--- config.mk ---
export PLATFORM = sky130hd
export DESIGN_NAME = interval_timer_flat
export DESIGN_NICKNAME = d
export VERILOG_FILES = /design/src/rtl/interval_timer_if.sv /design/src/rtl/interval_timer.sv /design/src/flat_wrapper.sv
export SDC_FILE = /design/constraint.sdc
export NUM_CORES = 1
export LEC_CHECK = 0
export CAP_MARGIN = 10
export CORE_ASPECT_RATIO = 0.6
export CORE_MARGIN = 4
export CORE_UTILIZATION = 40
export DETAILED_ROUTE_END_ITERATION = 8
export PLACE_DENSITY = 0.66
export SETUP_SLACK_MARGIN = 0.2
export SLEW_MARGIN = 5
export SYNTH_ARGS = -nofsm -noshare
export SYNTH_HDL_FRONTEND = slang
export SYNTH_SLANG_ARGS = --single-unit
--- constraint.sdc ---
create_clock -name clock -period 2.6 [get_ports clock]
set_input_delay 0.39 -clock clock [delete_from_list [all_inputs] [get_ports clock]]
set_output_delay 0.39 -clock clock [all_outputs]
set_load 0.05 [all_outputs]
--- src/rtl/interval_timer_if.sv ---
// rtl/interval_timer_if.sv - control/status bundle for the interval timer
interface interval_timer_if #(
  parameter int W = 8,
  parameter int P = 4
) ();
  logic [W-1:0] value;
  logic [P-1:0] prescale;
  logic         periodic;
  logic         put;
  logic         stop;
  logic         enable;
  logic [W-1:0] count;
  logic         full;
  logic         expire;

  modport master (
    output value, prescale, periodic, put, stop, enable,
    input  count, full, expire
  );

  modport slave (
    input  value, prescale, periodic, put, stop, enable,
    output count, full, expire
  );
endinterface

--- src/rtl/interval_timer.sv ---
// rtl/interval_timer.sv - prescaled one-shot/periodic interval timer with expiry strobe
module interval_timer #(
  parameter int W = 8,
  parameter int P = 4
) (
  input  logic              clock,
  input  logic              reset,
  interval_timer_if.slave   tif
);

  typedef enum logic [1:0] {IDLE, RUN, PAUSE} state_e;

  state_e       state;
  logic [W-1:0] count_q, count_d;
  logic [W-1:0] reload_q, reload_d;
  logic [P-1:0] psc_q, psc_d;
  logic [P-1:0] div_q, div_d;
  logic         mode_q, mode_d;
  logic         expire_q, expire_d;

  always_ff @(posedge clock) begin
    if (reset) begin
      count_q  <= '0;
      reload_q <= '0;
      psc_q    <= '0;
      div_q    <= '0;
      mode_q   <= 1'b0;
      expire_q <= 1'b0;
    end else begin
      count_q  <= count_d;
      reload_q <= reload_d;
      psc_q    <= psc_d;
      div_q    <= div_d;
      mode_q   <= mode_d;
      expire_q <= expire_d;
    end
  end

  always_comb begin
    state    = IDLE;
    count_d  = count_q;
    reload_d = reload_q;
    psc_d    = psc_q;
    div_d    = div_q;
    mode_d   = mode_q;
    expire_d = 1'b0;

    if (count_q != '0) begin
      state = tif.enable ? RUN : PAUSE;
    end

    if (tif.put) begin
      count_d  = tif.value;
      reload_d = tif.value;
      psc_d    = tif.prescale;
      mode_d   = tif.periodic;
      div_d    = '0;
    end else if (tif.stop) begin
      count_d = '0;
      div_d   = '0;
    end else if (state == RUN) begin
      // A tick fires on the clock where the divider has reached the prescale value.
      if (div_q == psc_q) begin
        div_d = '0;
        if (count_q == W'(1)) begin
          expire_d = 1'b1;
          count_d  = mode_q ? reload_q : '0;
        end else begin
          count_d = count_q - W'(1);
        end
      end else begin
        div_d = div_q + P'(1);
      end
    end
  end

  assign tif.count  = count_q;
  assign tif.full   = (count_q != '0);
  assign tif.expire = expire_q;

endmodule

--- src/flat_wrapper.sv ---
// flat-port wrapper written by rule: the top's interface ports become plain ports
module interval_timer_flat 
#(
  parameter int W = 8,
  parameter int P = 4
)
  (clock, reset, tif_value, tif_prescale, tif_periodic, tif_put, tif_stop, tif_enable, tif_count, tif_full, tif_expire);
  interval_timer_if #(.W(W), .P(P)) tif_i ();
  input  logic clock;
  input  logic reset;
  input wire logic [$bits(tif_i.value)-1:0] tif_value;
  input wire logic [$bits(tif_i.prescale)-1:0] tif_prescale;
  input wire logic [$bits(tif_i.periodic)-1:0] tif_periodic;
  input wire logic [$bits(tif_i.put)-1:0] tif_put;
  input wire logic [$bits(tif_i.stop)-1:0] tif_stop;
  input wire logic [$bits(tif_i.enable)-1:0] tif_enable;
  output wire logic [$bits(tif_i.count)-1:0] tif_count;
  output wire logic [$bits(tif_i.full)-1:0] tif_full;
  output wire logic [$bits(tif_i.expire)-1:0] tif_expire;
  assign tif_i.value = tif_value;
  assign tif_i.prescale = tif_prescale;
  assign tif_i.periodic = tif_periodic;
  assign tif_i.put = tif_put;
  assign tif_i.stop = tif_stop;
  assign tif_i.enable = tif_enable;
  assign tif_count = tif_i.count;
  assign tif_full = tif_i.full;
  assign tif_expire = tif_i.expire;
  interval_timer #(.W(W), .P(P)) u_core (.clock(clock), .reset(reset), .tif(tif_i));
endmodule
After elaboration in Yosys (flattened, before gate mapping)
Cells that the tools add are included.
W data, S select, Z words.
Cells by class
  add/sub/neg operators: 2
  equality and inequality tests: 3
  multiplexer cells: 10
  bitwise operators: 2
  reduce and logical (&&, ||, !) cells: 6
Operators with widths (number)
  $mux W8: 6
  $eq A8 B1 Y1 const B: 1
  $reduce_bool A8 Y1: 1
  $sub A8 B1 Y8 const B: 1
  $reduce_bool A3 Y1: 2
  $reduce_or A5 Y1: 1
  $add A4 B1 Y4 const B: 1
  $eq A4 B4 Y1: 1
  $mux W2: 2
  $mux W4: 1
  $reduce_or A3 Y1: 1
  $eq A2 B1 Y1 const B: 1
  $not A1 Y1: 2
  $reduce_and A2 Y1: 1
  $mux W1: 1
Storage, ports and cells
  register bits: 26
  bits of input ports: 18
  logic and storage cells: 29

Logic depth before layout (Yosys ltp)
  depth in word-level cells: 6
  depth in mapped cells: 8
  gate-level depth less buffers: 7

Worst setup path after synthesis
Ideal clock, no wire load.
  kind: reg-to-reg
  start: register u_core.count_q[0] (netlist: u_core.tif.count[0])
  end: register u_core.count_q[0] (netlist: u_core.tif.count[0])
  arrival time: 2136 ps
  data required time: 2509 ps
  setup slack: 373 ps
  stages on the path, launching flop included: 9
  path buffers: 1
  period minus slack after synthesis: 2227 ps
  cells stage by stage: dfxtp_1 -> inv_1 -> ha_1 -> nor3b_2 -> a21bo_2 -> o21ai_2 -> buf_6 -> nor2_1 -> a311oi_1
On the way
  word-level cells in the longest chain between the ends: 6
  elaborated cells between the ends (all ways): 12
  classes of those cells: 1 x add/sub; 2 x eq/ne; 6 x mux; 3 x reduce/logical
Ends and longest elaborated chain
  start: declaration: line interval_timer.sv:14  | logic [W-1:0] count_q, count_d;
  start signal: assignment: line interval_timer.sv:30  | count_q <= count_d;
  $sub A8 B1 Y8 / $eq A8 B1 Y1 (equally long branches): line interval_timer.sv:69, interval_timer.sv:65
  $mux W8: line interval_timer.sv:65  | if (count_q == W'(1)) begin
  $mux W8: line interval_timer.sv:63  | if (div_q == psc_q) begin
  $mux W8: line interval_timer.sv:61  | end else if (state == RUN) begin
  $mux W8: line interval_timer.sv:58  | end else if (tif.stop) begin
  $mux W8: line interval_timer.sv:52  | if (tif.put) begin
Several ways; a longest one is shown, not always the timed one. The select of a mux whose other input is x is not followed.
A chain may end at the register's enable or synchronous reset.

Worst setup path after layout
  start: register u_core.count_q[0] (netlist: u_core.tif.count[0])
  end: output port tif_full
On the way
  word-level cells in the longest chain between the ends: 1
Ends and longest elaborated chain
  $reduce_bool A8 Y1: line interval_timer.sv:78  | assign tif.full = (count_q != '0);
  end: declaration: line flat_wrapper.sv:18  | output wire logic [$bits(tif_i.full)-1:0] tif_full;
No other way between the ends.

==> out/qor.txt <==
Placer congestion estimate = 0.781
Routed Antenna Nets = 0
Row cnt = 16
Routed wire length = 3110 microns
Initial antenna violation count = 0
Post-synthesis cell count = 160
Synth Area in XOR/XNOR = 4.53%
Die X = 83.1 microns
Max IR drop VDD = 0.262 mV
Worst-Skew Late Latency = 0.27 ns
Netlist cell types = 39
Peak Freq = 0.444 GHz
Compound-Gate Fraction of Synth Area = 20.3%
Syn-to-layout area delta = 26.6%
Drt drc = 0
CP startpoint kind = flop
DR iter-0 viols = 60
R2R Setup Slk = 0.36 ns
Final TNS setup = 0 ns
Post-synthesis adder-cell area fraction = 2.78%
Period utilisation layout = 86.6%
Vias = 1215
Via density = 5.24
Leakage power = 0.641 nW
First-pass GRT wire length = 4970 microns
Post-Synthesis Cell Area = 0.00135 sq mm
Die area = 0.00441 sq mm
FF+latch count, synth = 26
Largest family of logic cells by synthesized area = simple AND/OR/NAND/NOR gates
Clock-pin slew on the worst setup and hold paths = 0.09 ns
Post-Route Utilization = 52.8%
Share of layout cells above drive strength 1 = 9.63%
Cell Chain, Critical Path = inv_1 > ha_1 > nor3b_2 > nand2_1 > dlygate4sd2_1
Slowest stage delay, CP = 0.53 ns
RSZ-0062 raised after global routing = no
Number of flops mapped to enable cells by yosys = 0
Tot GR Track Use = 14.2%
H-tree depth = 1
CTS buffer count = 3
WP buf/inv = 2
Vias in the first global route = 1067
Sequential share of the synthesized area = 38.5%
Antenna diode count = 0
Syn_area_per_cell = 8.45 sq um
Critical Path End Type = primary output
Routed WL per cell = 13.4 microns
Post-route clock skew = 0.00760 ns
Clock Tree Buf Depth = 2
Async S/R FF share, synth = 0%
Slew Limit Fails = 0
CTS Sinks = 26
Req. time, crit path = 2.21 ns
PortBufs = 27
Root Buffer = clkbuf_8
Family with the most delay on the worst path = buffers and inverters
Outcome = finished, final reports clean
Largest net degree at the start of global routing = 22
Worst-path fanout max = 7
Initial Utilization = 41.7%
Worst-margin pin slew = 0.816 ns
Endpoints failing hold = 0
Place WS = 0.374 ns
Worst hold path type = reg2reg
WHS = 0.471 ns
Slew margin rel. = 45.1%
GRT overflow = 0
Crit Path Category = reg2out
Fin worst setup slack = 0.348 ns
PwrDens = 573 mW/mm^2
Post-Synth Simple-Gate Area = 26.3%
Final setup fails = 0
Primary FF master, synth = dfxtp_1
Ports = 28
NumNets Final = 209
CTS Hold Buffers Added = 0
CP max stage cell = dlygate4sd2_1
Mapped Nets = 181
Arrival time worst endpoint = 1.86 ns
Final min period = 2.25 ns
DP HPWL = 2360 microns
Multiplexer area fraction after synthesis = 3.70%
DRT Pass-1 Iters = 4
CTS tree = built
Core area = 0.00324 sq mm
Max Cap Viol = 0
Die Span Y = 53.0 microns
Yosys warns = 0
-- tightest hold or removal path: stages, from the launching register on --
cell      delay (ns)
dfxtp_1         0.31
nand2b_1        0.06
a21oi_1         0.06
-- layout by cell type, fill, tap and decap left out, drive strengths merged, types with 2 or more instances in the layout --
master and count:
nor3 3, nor4 2, a21boi 2, nor2 22
dfxtp 26, nand4 2, and2 2, nor3b 2
nand3 3, o21ai 9, xnor2 6, a211oi 3
buf 3, nand2 17, clkdlybuf4s50 26, mux2i 5
inv 3, clkbuf 4, ha 3, a311oi 5
a21oi 15, and3 3, nand2b 8
-- path summary, 6_finish.rpt --
kind	start	to	cells after the start
worst max-delay path	u_core.tif.count[0]	tif_full	5
worst min-delay path	u_core.reload_q[2]	u_core.reload_q[2]	2
worst max register to register	u_core.tif.count[0]	u_core.tif.count[7]	7
worst min register to register	u_core.reload_q[2]	u_core.reload_q[2]	2
-- metrics by stage --
step / power, mW / cell area (sq um) / std cells
global route: 1.03 / 1710 / 232
CTS: 0.993 / 1710 / 232
floorplan: 0.642 / 1350 / 160
global placement: 0.723 / 1660 / 228
detailed placement: 0.728 / 1660 / 228
finish: 0.981 / 1710 / 232
-- power by group --
part	internal [mW]	switching (mW)	leakage (nW)
clock	0.135	0.128	0.0288
sequential	0.422	0.0321	0.214
combinational	0.113	0.150	0.399
-- sequential cells by signal (all words and copies together), names as in the netlist --
name and flops:
u_core.div_q 4, u_core.reload_q 8, u_core.mode_q 1, u_core.psc_q 4
u_core.tif.expire 1, u_core.tif.count 8
-- final cells by class --
cell class	instances	area, sq um
inverter	3	11.3
timing repair buffer	30	292
clock buffer	4	55.1
fill	330	1530
tap	45	56.3
sequential	26	520
multi-input combinational	124	778
-- Yosys cell counts (all sizes together) (3+ instances only) --
library cell	number	area share [%]
inv	3	0.83
ha	3	2.8
dfxtp	26	38
nand2b	8	3.7
a311oi	5	3.2
nor2	22	6.1
nand3	3	1.1
xnor2	6	3.9
nand2	17	4.7
and3	3	1.7
mux2i	5	3.7
buf	4	2.3
clkbuf	3	0.83
a21oi	15	5.6
a211oi	3	2.0
nor3	3	1.1
o21ai	9	3.6
-- repair_timing --
action	in CTS	in global routing
setup endpoints to repair	1	0
gates resized for setup	1	0
setup buffers	0	0
-- kinds of logic after synthesis --
group | after synthesis
AOI/OAI and AO/OA | 41
adders and majority gates | 3
and+or+nand+nor | 68
xor gates and xnor gates | 7
DFF | 26
muxes | 5
buffers and inverters | 10
-- routing by layer --
| metal | share of wire, % | global-route usage [%] | wire length [microns] |
|---|---|---|---|
| met1 | 49 | 18.2 | 1520 |
| met5 | 0 | 0 | 0 |
| met2 | 45 | 24.1 | 1400 |
| met3 | 5.7 | 4.35 | 178 |
| met4 | 0.26 | 2.45 | 8 |
Power figures use the tool's default switching activity.
